$ cat src/rtl/main_calc_pkg.sv
`default_nettype none
// ============================================================================
// Module   : main_calc_pkg
// Purpose  : Shared sequencer state encoding, address bases and saturation.
// Revision : 1.0
// ============================================================================
package main_calc_pkg;

  typedef enum logic [2:0] {
    IDLE = 3'd0,
    RD_A = 3'd1,
    RD_X = 3'd2,
    MAC  = 3'd3,
    WR   = 3'd4,
    DONE = 3'd5
  } seq_state_t;

  localparam int C_NUM_COLS = 10;
  localparam int C_DATA_W   = 16;
  localparam int C_ADDR_W   = 10;
  localparam int C_BASE_A   = 0;
  localparam int C_BASE_X   = 100;
  localparam int C_BASE_R   = 120;

  // Clamp a sign-extended value into the signed range of a w-bit word.
  function automatic logic signed [63:0] sat_clamp(input logic signed [63:0] v,
                                                   input int unsigned w);
    logic signed [63:0] hi;
    logic signed [63:0] lo;
    hi = (64'sd1 <<< (w - 1)) - 64'sd1;
    lo = -(64'sd1 <<< (w - 1));
    if (v > hi) return hi;
    if (v < lo) return lo;
    return v;
  endfunction

endpackage
`default_nettype wire

$ cat src/rtl/mac_unit.sv
`default_nettype none
// ============================================================================
// Module   : mac_unit
// Purpose  : Signed multiply-accumulate with a saturated DATA_W view of acc.
// Revision : 1.0
// ============================================================================
module mac_unit
  import main_calc_pkg::*;
#(
  parameter int DATA_W = C_DATA_W,
  parameter int ACC_W  = 2 * C_DATA_W + 4
) (
  input  logic                     clk,
  input  logic                     n_reset,
  input  logic                     i_clear,
  input  logic                     i_en,
  input  logic signed [DATA_W-1:0] i_a,
  input  logic signed [DATA_W-1:0] i_x,
  output logic        [DATA_W-1:0] o_acc
);

  logic signed [2*DATA_W-1:0] w_prod;
  logic signed [ACC_W-1:0]    w_prod_ext;
  logic signed [ACC_W-1:0]    r_acc;

  assign w_prod     = (2 * DATA_W)'(i_a) * (2 * DATA_W)'(i_x);
  assign w_prod_ext = ACC_W'(w_prod);

  always_ff @(posedge clk or negedge n_reset) begin
    if (!n_reset) begin
      r_acc <= '0;
    end else if (i_clear) begin
      r_acc <= '0;
    end else if (i_en) begin
      r_acc <= r_acc + w_prod_ext;
    end
  end

  // The accumulator is never seen unsaturated outside this block.
  assign o_acc = DATA_W'(sat_clamp(64'(r_acc), DATA_W));

endmodule
`default_nettype wire

$ cat src/rtl/row_mac_sequencer.sv
`default_nettype none
// ============================================================================
// Module   : row_mac_sequencer
// Purpose  : Reads one matrix row and the vector, MACs them, writes sat(row).
// Revision : 1.0
// ============================================================================
module row_mac_sequencer
  import main_calc_pkg::*;
#(
  parameter int NUM_COLS = C_NUM_COLS,
  parameter int DATA_W   = C_DATA_W,
  parameter int ADDR_W   = C_ADDR_W,
  parameter int BASE_A   = C_BASE_A,
  parameter int BASE_X   = C_BASE_X,
  parameter int BASE_R   = C_BASE_R
) (
  input  logic              clk,
  input  logic              n_reset,
  input  logic              begin_mult,
  input  logic [3:0]        res_add,
  output logic              done_row,
  output logic [ADDR_W-1:0] mem_addr,
  output logic              mem_ren,
  output logic              mem_wen,
  output logic [DATA_W-1:0] mem_wdata,
  input  logic [DATA_W-1:0] mem_rdata,
  input  logic              mem_ack,
  output logic              busy
);

  localparam int COL_W = (NUM_COLS > 1) ? $clog2(NUM_COLS) : 1;
  localparam int ACC_W = 2 * DATA_W + 4;

  seq_state_t r_state;
  seq_state_t w_state_nxt;

  logic [3:0]        r_row;
  logic [COL_W-1:0]  r_col;
  logic [DATA_W-1:0] r_a;
  logic [DATA_W-1:0] r_x;

  logic              w_start;
  logic              w_cap_a;
  logic              w_cap_x;
  logic              w_mac_en;
  logic              w_col_inc;
  logic              w_last_col;
  logic [ADDR_W-1:0] w_addr_a;
  logic [ADDR_W-1:0] w_addr_x;
  logic [ADDR_W-1:0] w_addr_r;
  logic [DATA_W-1:0] w_acc_sat;

  // Address arithmetic deliberately wraps at 2^ADDR_W.
  assign w_addr_a   = ADDR_W'(BASE_A) + ADDR_W'(r_row) * ADDR_W'(NUM_COLS) + ADDR_W'(r_col);
  assign w_addr_x   = ADDR_W'(BASE_X) + ADDR_W'(r_col);
  assign w_addr_r   = ADDR_W'(BASE_R) + ADDR_W'(r_row);
  assign w_last_col = (r_col == COL_W'(NUM_COLS - 1));
  assign busy       = (r_state != IDLE);

  always_ff @(posedge clk or negedge n_reset) begin
    if (!n_reset) begin
      r_state <= IDLE;
    end else begin
      r_state <= w_state_nxt;
    end
  end

  always_comb begin
    w_state_nxt = r_state;
    done_row    = 1'b0;
    mem_ren     = 1'b0;
    mem_wen     = 1'b0;
    mem_addr    = '0;
    mem_wdata   = '0;
    w_start     = 1'b0;
    w_cap_a     = 1'b0;
    w_cap_x     = 1'b0;
    w_mac_en    = 1'b0;
    w_col_inc   = 1'b0;
    case (r_state)
      IDLE: begin
        if (begin_mult) begin
          w_start     = 1'b1;
          w_state_nxt = RD_A;
        end
      end
      RD_A: begin
        mem_ren  = 1'b1;
        mem_addr = w_addr_a;
        if (mem_ack) begin
          w_cap_a     = 1'b1;
          w_state_nxt = RD_X;
        end
      end
      RD_X: begin
        mem_ren  = 1'b1;
        mem_addr = w_addr_x;
        if (mem_ack) begin
          w_cap_x     = 1'b1;
          w_state_nxt = MAC;
        end
      end
      MAC: begin
        w_mac_en = 1'b1;
        if (w_last_col) begin
          w_state_nxt = WR;
        end else begin
          w_col_inc   = 1'b1;
          w_state_nxt = RD_A;
        end
      end
      WR: begin
        mem_wen   = 1'b1;
        mem_addr  = w_addr_r;
        mem_wdata = w_acc_sat;
        if (mem_ack) begin
          w_state_nxt = DONE;
        end
      end
      DONE: begin
        done_row    = 1'b1;
        w_state_nxt = IDLE;
      end
      default: w_state_nxt = IDLE;
    endcase
  end

  always_ff @(posedge clk or negedge n_reset) begin
    if (!n_reset) begin
      r_row <= '0;
      r_col <= '0;
      r_a   <= '0;
      r_x   <= '0;
    end else begin
      if (w_start) begin
        r_row <= res_add;
        r_col <= '0;
      end
      if (w_col_inc) begin
        r_col <= r_col + COL_W'(1);
      end
      if (w_cap_a) begin
        r_a <= mem_rdata;
      end
      if (w_cap_x) begin
        r_x <= mem_rdata;
      end
    end
  end

  mac_unit #(
    .DATA_W (DATA_W),
    .ACC_W  (ACC_W)
  ) u_mac (
    .clk     (clk),
    .n_reset (n_reset),
    .i_clear (w_start),
    .i_en    (w_mac_en),
    .i_a     (r_a),
    .i_x     (r_x),
    .o_acc   (w_acc_sat)
  );

endmodule
`default_nettype wire
$ cat config.mk
export PLATFORM = sky130hd
export DESIGN_NAME = row_mac_sequencer
export DESIGN_NICKNAME = d
export VERILOG_FILES = /design/src/rtl/main_calc_pkg.sv /design/src/rtl/mac_unit.sv /design/src/rtl/row_mac_sequencer.sv
export SDC_FILE = /design/constraint.sdc
export NUM_CORES = 1
export LEC_CHECK = 0
export CORE_MARGIN = 2
export CORE_UTILIZATION = 55
export DETAILED_ROUTE_END_ITERATION = 6
export PLACE_DENSITY = 0.79
export SYNTH_ARGS = -nofsm -noshare
export SYNTH_HDL_FRONTEND = slang
export SYNTH_SLANG_ARGS = --single-unit
$ cat constraint.sdc
create_clock -name clk -period 7.3 [get_ports clk]
set_clock_uncertainty 0.1 [all_clocks]
set_input_delay 0.73 -clock clk [delete_from_list [all_inputs] [get_ports clk]]
set_output_delay 0.73 -clock clk [all_outputs]
set_load 0.005 [all_outputs]
### Yosys cells after proc, flatten, opt, wreduce, memory -nomap -nowiden

Cells that the tools add are included.
Widths: inputs -> output; s select.

* $mul: 2
* add/sub/neg operators: 5
* reduce and logical (&&, ||, !) cells: 6
* eq/ne operators: 10
* muxes and demuxes: 30
* $lt $le $gt $ge: 2

Operators by type and width (count)
* $mux 16: 5
* $mux 36: 2
* $add 36x32->36: 1
* $gt 36x16->1 const B: 1
* $lt 36x16->1 const B: 1
* $mul 16x16->32: 1
* $pmux 9 s3: 1
* $add 7x4->8 const A: 2
* $mux 3: 5
* $pmux 3 s5: 1
* $mux 1: 14
* $add 8x4->9: 1
* $mux 4: 2
* $ne 2x2->1 const B: 4
* $mul 4x3->7 const B: 1
* $eq 3x2->1 const B: 2
* $eq 3x3->1 const B: 2
* $add 4x1->4 const B: 1
* $eq 4x4->1 const B: 1
* $reduce_and 4->1: 1
* $reduce_bool 2->1: 2
* $eq 3x1->1 const B: 1
* $logic_not 3->1: 1
* $reduce_bool 3->1: 1
* $reduce_or 2->1: 1

* output and inout bits: 30
* input port bits: 24
* register bits after elaboration: 79

### Depth between registers and ports, before layout

* depth after elaboration: 6
* mapped depth: 24
* gate-level depth less buffers: 22

### By module

From an unflattened synthesis, not the netlist that was laid out.

* cell total of the unflattened synthesis: 1702
* area, all modules: 15960.3 um^2

Modules (own cells, without submodules)
* mac_unit: cells an instance 1499, times used 1, sequential area each 900.9 um^2, area an instance 13525.5 um^2
* row_mac_sequencer: cells an instance 203, times used 1, sequential area each 1076.0 um^2, area an instance 2434.8 um^2

### Worst setup path before layout

Ideal clock, no wire load.

* path kind: register to register
* from: register r_a[15]
* to: register u_mac.r_acc[28]
* clock period less this slack: 6.217 ns
* stages on the path, launching flop included: 22
* data arrival time: 6.041 ns
* setup time: 0.076 ns
* data required time: 7.124 ns
* slack: 1.083 ns
* cell sequence: dfrtp_1 clkbuf_1 nand2_1 fa_1 inv_1 fa_1 inv_1 fa_1 inv_1 fa_1 fa_1 inv_1 fa_1 inv_1 ha_1 buf_2 a21o_1 a211oi_2 a31oi_4 and2_1 or4_1 o21ai_1

* longest elaborated chain between the ends: 4

RTL lines
* from (decl): RTL line row_mac_sequencer.sv:39 `logic [DATA_W-1:0] r_a;`
* from (signal assigned): RTL line row_mac_sequencer.sv:143 `r_a <= mem_rdata;`
* $mul 16x16->32: RTL line mac_unit.sv:26 `assign w_prod = (2 * DATA_W)'(i_a) * (2 * DATA_W)'(i_x);`
* $add 36x32->36: RTL line mac_unit.sv:35 `r_acc <= r_acc + w_prod_ext;`
* $mux 36: RTL line mac_unit.sv:34 `end else if (i_en) begin`
* $mux 36: RTL line mac_unit.sv:32 `end else if (i_clear) begin`
* to (signal assigned): RTL line mac_unit.sv:35
* to (decl): RTL line mac_unit.sv:24 `logic signed [ACC_W-1:0] r_acc;`

Every way passes these cells. The select of a mux whose other input is x is not followed.
A chain may end at the register's enable or synchronous reset.

### Worst setup path after layout

* from: register r_x[3]
* to: register u_mac.r_acc[33]

* longest elaborated chain between the ends: 4

RTL lines
* from (decl): RTL line row_mac_sequencer.sv:40 `logic [DATA_W-1:0] r_x;`
* from (signal assigned): RTL line row_mac_sequencer.sv:146 `r_x <= mem_rdata;`
* $mul 16x16->32: RTL line mac_unit.sv:26
* $add 36x32->36: RTL line mac_unit.sv:35
* $mux 36: RTL line mac_unit.sv:34
* $mux 36: RTL line mac_unit.sv:32

Every way passes these cells. The select of a mux whose other input is x is not followed.

==> metrics <==
outcome finished, final reports clean; worst hold path class in -> async; routed vias/inst 5.46; WS Path Type reg -> reg; CTS buffer count 9; Final min period 6.71 ns; IO buf count 52; period utilisation layout 0.920; CP startpoint r_x[3]$_DFFE_PN0P_; gr ovfl total 0; yosys warns 0; HPWL Detailed 30000 um; max_slew headroom 0.281; Fillers 2280; die extent in x 172 um; top cell type's share of synthesized area 0.407; num rows 61; global-route wire length before repair 63100 um; Core ar. 27800 sq um; Peak Freq 149 MHz; ratio of cells with drive above 1 in the final layout 0.0450; FF+latch area 1980 sq um; CP arrival 6.80 ns; CTS Hold Bufs 0; Tot GR Track Use 0.276; Synth Instances 1647; Post-Route WL 36600 um; vias in the first global route 12300; fin util 0.600; largest net degree at the start of global routing 68; setup TNS 0 ns; Synth cell types 64; Hold Vio Cnt, Final 0; post-cts resize count 0; Reg clk slew, reported paths 0.07 ns; Worst Path Max Fanout 17; Slew Viols, Final 0; multi-input logic area 11800 sq um; area grow syn2layout 7.36%; # Max-Cap Violations 0; initial core utilization 0.559; Max clock buf depth 2; WP data required 7.39 ns; gpl congestion 0.914; syn_area_per_cell 9.43 sq um; top cells by area, synth fa_1 (41%), dfrtp_1 (13%), inv_1 (9.6%); Layout Nets 2121; Post-synth top flop dfrtp_1; synthesized flop and latch total 79; clk_lat worst skew 0.36 ns; CTS Root Cell clkbuf_16; CTS sink cnt 79; 1st-iter DRT viols 765; Final setup viols 0; die footprint 29600 sq um; post-synth net total 2105; worst slew pin tran 1.08 ns; vias 11200; endpoint class of the critical path flop; Setup Buffers After CTS 0; H-tree depth 3; # IOs 54; CTS tree built; drt pass-1 iters 5; antenna violations before repair 0; routed len/inst 17.9 um; sequential fraction of the synthesis area 0.127; RSZ-0062 raised after global routing no; n_diodes 0; Mapped Area 15500 sq um; worst r2r src r_x[3]$_DFFE_PN0P_; Synth area leader fa_1; Antenna Nets Post-Route 0; number of synthesized flops with an enable pin 0; asr flop ratio synth 1.00; Die Height 172 um; DRC viols 0; startpoint type of the worst setup path flop
[worst max-delay path, cell delays in order (launching register included)]
cell and delay (ns):
dfrtp_1 0.84, nand2_1 0.15, fa_1 0.55, fa_1 0.86, fa_1 0.50, inv_1 0.09
fa_1 0.41, fa_1 0.49, inv_1 0.05, fa_1 0.49, inv_1 0.05, ha_1 0.34
a21o_1 0.21, a21o_1 0.22, a221oi_1 0.32, nor3b_1 0.10, o31ai_1 0.36, a31oi_1 0.16
xnor2_1 0.17, o21ai_1 0.08
[sequential cells by signal (all words and copies together) (netlist names)]
signal,flops
r_a,16
r_x,16
u_mac.r_acc,36
r_row,4
r_state,3
r_col,4
[cells in the final DEF, fill, tap and decap left out, types with 16 or more instances in the layout]
master	Yosys	final
fa_1	316	316
nand2_1	185	185
xor2_1	16	16
nor2_1	38	38
and2_1	130	130
nand3_1	18	18
mux2_2	31	31
clkdlybuf4s50_1	0	51
inv_1	396	396
o21a_1	19	19
xnor2_1	22	22
a21oi_1	43	43
dfrtp_1	79	79
o21ai_0	37	37
ha_1	118	118
[synthesized netlist by cell type (4+ instances only)]
| master | count |
|---|---|
| o22ai_1 | 5 |
| o21a_1 | 19 |
| o21bai_1 | 4 |
| nor2b_1 | 4 |
| nand2b_1 | 5 |
| nor3_1 | 9 |
| o211ai_1 | 4 |
| a31oi_1 | 5 |
| dfrtp_1 | 79 |
| xor2_1 | 16 |
| o31ai_1 | 6 |
| xnor2_1 | 22 |
| nand3b_1 | 4 |
| mux2i_1 | 4 |
| nand2_1 | 185 |
| and2_1 | 130 |
| a21o_1 | 11 |
| clkbuf_1 | 54 |
| fa_1 | 316 |
| a22oi_1 | 5 |
| nand4_1 | 8 |
| o21ai_1 | 13 |
| nor2_1 | 38 |
| a21oi_1 | 43 |
| a211oi_1 | 5 |
| inv_1 | 396 |
| mux2_2 | 31 |
| nor4_1 | 5 |
| and3_1 | 5 |
| nor3b_1 | 7 |
| o21ai_0 | 37 |
| nand3_1 | 18 |
| ha_1 | 118 |
[cells by family (layout without fill, tap and decap cells)]
logic type	count (synthesis)	count (layout)	share of synthesized area
adders and majority gates	434	434	0.502
xor gates and xnor gates	38	38	0.0214
and+or+nand+nor	427	427	0.136
DFF	79	79	0.127
buffers and inverters	457	478	0.112
AOI/OAI and AO/OA	176	176	0.0752
muxes	35	35	0.0251
other	1	1	0.000241
[routing by layer]
metal | vias to the layer above | global-route usage | part of all wire
met2 | 399 | 0.451 | 0.48
met3 | 75 | 0.0526 | 0.075
met1 | 5670 | 0.375 | 0.42
met4 | 0 | 0.0910 | 0.027
li1 | 5018 | - | -
met5 | - | 0 | 0
[layout make-up]
class / instances / area share
clock buffer: 9 / 0.0135
clock inverter: 7 / 0.00488
inverter: 397 / 0.0894
multi-input combinational: 1111 / 0.708
sequential: 79 / 0.119
tap: 378 / 0.0284
timing repair buffer: 65 / 0.0369
[stage by stage]
| stage | cell area [sq um] | setup WS [ns] | cells | hold slack, ns |
|---|---|---|---|---|
| 2_1_floorplan | 15500 | 1.08 | 1647 | 0.334 |
| 3_3_place_gp | 16400 | 0.735 | 2030 | 0.434 |
| 3_5_place_dp | 16400 | 0.632 | 2030 | 0.439 |
| 4_1_cts | 16700 | 0.593 | 2046 | 0.114 |
| 5_1_grt | 16700 | 0.277 | 2046 | 0.118 |
| 6_report | 16700 | 0.587 | 2046 | 0.113 |
[path summary, 6_finish.rpt]
path | endpoint | depth (start not counted) | slack [ns]
worst max register to register | u_mac.r_acc[33]$_DFFE_PN0P_ | 19 | 0.59
worst min-delay path | u_mac.r_acc[2]$_DFFE_PN0P_ | 1 | 0.11
min in group clk | r_row[0]$_DFFE_PN0P_ | 2 | 0.45
worst min register to register | r_row[0]$_DFFE_PN0P_ | 2 | 0.45
max in group asynchronous | r_a[1]$_DFFE_PN0P_ | 2 | 5.84
worst max-delay path | u_mac.r_acc[33]$_DFFE_PN0P_ | 19 | 0.59
Power is not shown: default switching activity piles up to over one toggle a cycle in this logic, so the estimate is an artifact.
==> edit 1: new RTL, config.mk and constraints unchanged <==
The package constant `C_NUM_COLS` goes from 10 to 20.
--- a/src/rtl/main_calc_pkg.sv
+++ b/src/rtl/main_calc_pkg.sv
@@ -17,3 +17,3 @@
 
-  localparam int C_NUM_COLS = 10;
+  localparam int C_NUM_COLS = 20;
   localparam int C_DATA_W   = 16;
Function: changed (a bounded check fails within 4 cycles, from zero or initial values and one cycle with n_reset low).
==> edit 1 against the original RTL <==
- via count shrank 1.5%
- design area grew 0.13%
- area after synthesis shrank 0.78%
- routed wire length grew 0.61%
- sequential cell count grew 1
- global-route usage grew 0.072 points
- sequential share of layout area grew 0.13 points
- worst hold slack lost 8.2 ps
- worst setup slack lost 200 ps
- critical path type unchanged
- critical endpoint is now u_mac.r_acc[35]
Power is not shown: default switching activity piles up to over one toggle a cycle in this logic, so the estimate is an artifact.
==> edit 1: results (changes against the original RTL) <==
** Setup path
- R2R Path Start :: r_a[2] (was r_x[3])
- Endpoint of the most critical register-to-register path :: u_mac.r_acc[35] (was u_mac.r_acc[33])
- The reg2reg setup slack came to 390 ps (was 590 ps).
- Slowest cell delay on critical path :: 610 ps (was 860 ps)
- The cell with the largest stage delay on the worst path was dfrtp_1 (was fa_1).
- R2r worst-path depth :: 22 (was 19)

** Placed design
- Routability cong. :: 0.905 (was 0.914)
- HPWL after detailed placement :: 30,600 um (was 30,000 um)
- The total of buffers placed on input and output ports is 53 (was 52).
- Pre-CTS WS :: 477 ps (was 632 ps)

** Synthesis
- The number of nets produced by synthesis was 2,097 (was 2,105).
- The post-synthesis compound-gate area fraction came to 7.24% (was 7.52%).
- Synth Area in XOR/XNOR :: 2.22% (was 2.14%)
- Top area cells in the synthesized netlist: fa_1 41%, dfrtp_1 13%, inv_1 9.7%, ha_1 9.6%, and2_1 5.2% (was fa_1 41%, dfrtp_1 13%, inv_1 9.6%, ha_1 9.5%, and2_1 5.2%).
- The fraction of the yosys area taken by sequential cells was 13.0% (was 12.7%).
- The post-synthesis instance total is 1,639 (was 1,647).
- Top cells by count, synth: 400 x inv_1, 316 x fa_1, 190 x nand2_1, 127 x and2_1, 118 x ha_1 (was 396 x inv_1, 316 x fa_1, 185 x nand2_1, 130 x and2_1, 118 x ha_1).
- Number of unique standard cell types used by synthesis :: 53 (was 64)

** Outcome
- Outcome: finished, final reports clean (unchanged).

** Route
- Total detailed-routing wirelength :: 36,800 um (was 36,600 um)
- Iter 0 DRT Violations :: 784 (was 765)
- Vias after detailed routing :: 11,000 (was 11,200)

** Timing
- Worst Tran Pin Value :: 941 ps (was 1080 ps)

** Finish
- The count of filler cells inserted in the layout came to 2,240 (was 2,280).
- The non-filler instance count after layout is 2,047 (was 2,046).
- Number of nets in the layout :: 2,122 (was 2,121)

** Global routing
- Via count of the first global-routing pass :: 12,200 (was 12,300)
- Global-route usage over all layers :: 27.7% (was 27.6%)
- Wire length of the first global-routing pass :: 63,100 um (about the same)
edit 1: cell type report:
| class | instances | area, sq um | share of cell area, % |
|---|---|---|---|
| clock buffers | 9 | 225 | 1.35 |
| multi-input cells | 1096 | 11700 | 70.0 |
| repair buffers | 76 | 701 | 4.20 |
| inverters | 401 | 1510 | 9.01 |
| well taps | 378 | 473 | 2.83 |
| flip-flops and latches | 80 | 2000 | 12.0 |
| clock inverters | 7 | 108 | 0.644 |
edit 1: kinds of logic after synthesis:
family | Yosys count
simple gates | 423
compound gates | 169
buf+inv | 463
xor+xnor | 39
fa+ha+maj | 434
flops | 80
mux | 31
edit 1: how the worst max path moves through the flow:
stage	end	startpoint	slack, ps	depth (start not counted)
global placement	u_mac.r_acc[32]	r_x[5]	530	22
detailed placement	u_mac.r_acc[35]	r_a[2]	480	22
global route	u_mac.r_acc[31]	r_a[9]	10	19
CTS	u_mac.r_acc[35]	r_a[2]	400	22
floorplan	u_mac.r_acc[35]	r_x[12]	840	23
finish	u_mac.r_acc[35]	r_a[2]	390	22
edit 1: through the flow:
stage                     area, sq um  hold WS [ps]
final                           16700           105
after global placement          16400           418
after detailed placement        16400           425
after global routing            16700           106
after floorplan                 15400           334
after CTS                       16700           101
edit 1: routing by layer:
| layer | track usage (%) | share of wire [%] | vias to the layer above |
|---|---|---|---|
| li1 | - | - | 4984 |
| met1 | 38.3 | 42 | 5493 |
| met2 | 44.4 | 47 | 431 |
| met3 | 6.07 | 8.0 | 90 |
| met4 | 7.81 | 2.9 | 0 |
| met5 | 0 | 0 | - |
==> edit 2: new RTL, config.mk and constraints unchanged <==
Without the edit above. Make the reset (`n_reset`) synchronous in 3 clocked blocks.
--- a/src/rtl/mac_unit.sv
+++ b/src/rtl/mac_unit.sv
@@ -28,3 +28,3 @@
 
-  always_ff @(posedge clk or negedge n_reset) begin
+  always_ff @(posedge clk) begin
     if (!n_reset) begin
--- a/src/rtl/row_mac_sequencer.sv
+++ b/src/rtl/row_mac_sequencer.sv
@@ -59,3 +59,3 @@
 
-  always_ff @(posedge clk or negedge n_reset) begin
+  always_ff @(posedge clk) begin
     if (!n_reset) begin
@@ -127,3 +127,3 @@
 
-  always_ff @(posedge clk or negedge n_reset) begin
+  always_ff @(posedge clk) begin
     if (!n_reset) begin
Function: differs if n_reset is asserted again (counterexample within 4 cycles, from zero or initial values and one cycle with n_reset low); with n_reset held inactive, the same outputs for 10 cycles.
==> edit 2 against the original RTL <==
- worst setup slack got worse by 19 ps
- sequential cell count stayed put
- design area is essentially flat
- routed wire length increased by 6.3%
- core utilization is essentially flat
- area after synthesis is essentially flat
- fmax shrank 0.29%
Power is left out: it rests on default switching activity, and per cell area and clock period it moved more than threefold.
==> edit 2: results (changes against the original RTL) <==
** Outcome
- Outcome: finished, final reports clean (unchanged).

** Synthesis
- Multiplexer share of the synthesized area :: 0.516% (was 2.51%)
- Number of unique standard cell types used by synthesis :: 59 (was 64)
- Synth Area in XOR/XNOR :: 1.86% (was 2.14%)
- Per-instance average area after synthesis :: 8.73 sq um (was 9.43 sq um)
- Compound-cell area share of the yosys netlist :: 9.30% (was 7.52%)
- The fraction of the yosys area taken by sequential cells is 10.2% (was 12.7%).
- The top flip-flop cell by instance count after synthesis is dfxtp_1 (was dfrtp_1).
- Post-synthesis adder-cell area fraction :: 50.3% (was 50.2%)
- The proportion of synthesized flip-flops having asynchronous set or reset was 0% (was 100%).

** Route
- Iter 0 DRT Violations :: 1,097 (was 765)
- The met2 wire length was 18,100 um (was 17,500 um).
- Vias per std cell :: 5.57 (was 5.46)
- Sum of routed wire segments on met1 :: 16,900 um (was 15,400 um)
- Routed length on met3 :: 2590 um (was 2760 um)
- The routed wirelength normalized by instance count was 18.0 um (was 17.9 um).

** Setup path
- The delay of the slowest critical-path stage came to 900 ps (was 860 ps).
- The reg2reg setup slack is 570 ps (was 590 ps).
- The launch instance of the worst register-to-register path is r_a[15] (was r_x[3]).
- Endpoint of the most critical register-to-register path :: u_mac.r_acc[32] (was u_mac.r_acc[33])
- The data arrival time of the worst path was 6880 ps (was 6800 ps).

** Finish
- Share of post-route cells with drive strength above 1 :: 2.52% (was 4.50%)
- Fillcell total :: 2,326 (was 2,280)

** Placed design
- Pre-CTS WS :: 583 ps (was 632 ps)
- The sum of net half-perimeters after detailed placement was 32,200 um (was 30,000 um).
- The total cell area at the placement stage came to 0.0164 sq mm (about the same).
- The number of placed instances with taps included is 2,149 (was 2,030).
- The weighted congestion at the end of routability-driven global placement came to 0.920 (was 0.914).

** Timing
- Hold Slack :: 395 ps (was 113 ps)
- Worst Tran Pin Value :: 1230 ps (was 1080 ps)

** Global routing
- Largest net degree at the start of global routing :: 45 (was 68)
## edit 2: changes by cell type after synthesis, sizes merged, moves of 31 or more
cell,change
dfxtp,+79
dfrtp,-79
mux2,-31
nand2,+81
a21boi,+31
## edit 2: worst max path at each step
| stage | start | end | slack [ps] | cells past startpoint |
|---|---|---|---|---|
| after floorplan | r_x[1] | u_mac.r_acc[33] | 1000 | 20 |
| after global placement | r_a[15] | u_mac.r_acc[32] | 770 | 19 |
| after detailed placement | r_a[15] | u_mac.r_acc[32] | 580 | 19 |
| after CTS | r_a[15] | u_mac.r_acc[32] | 580 | 19 |
| after global routing | r_a[15] | u_mac.r_acc[32] | 160 | 20 |
| final | r_a[15] | u_mac.r_acc[32] | 570 | 19 |
## edit 2: layout make-up
type	instances	area, sq um	share of cell area, %
Clock inverter	7	86.3	0.518
Sequential cell	79	1580	9.49
Tap cell	378	473	2.84
Timing Repair Buffer	72	671	4.02
Inverter	377	1420	8.49
Clock buffer	9	225	1.35
Multi-Input combinational cell	1243	12200	73.3
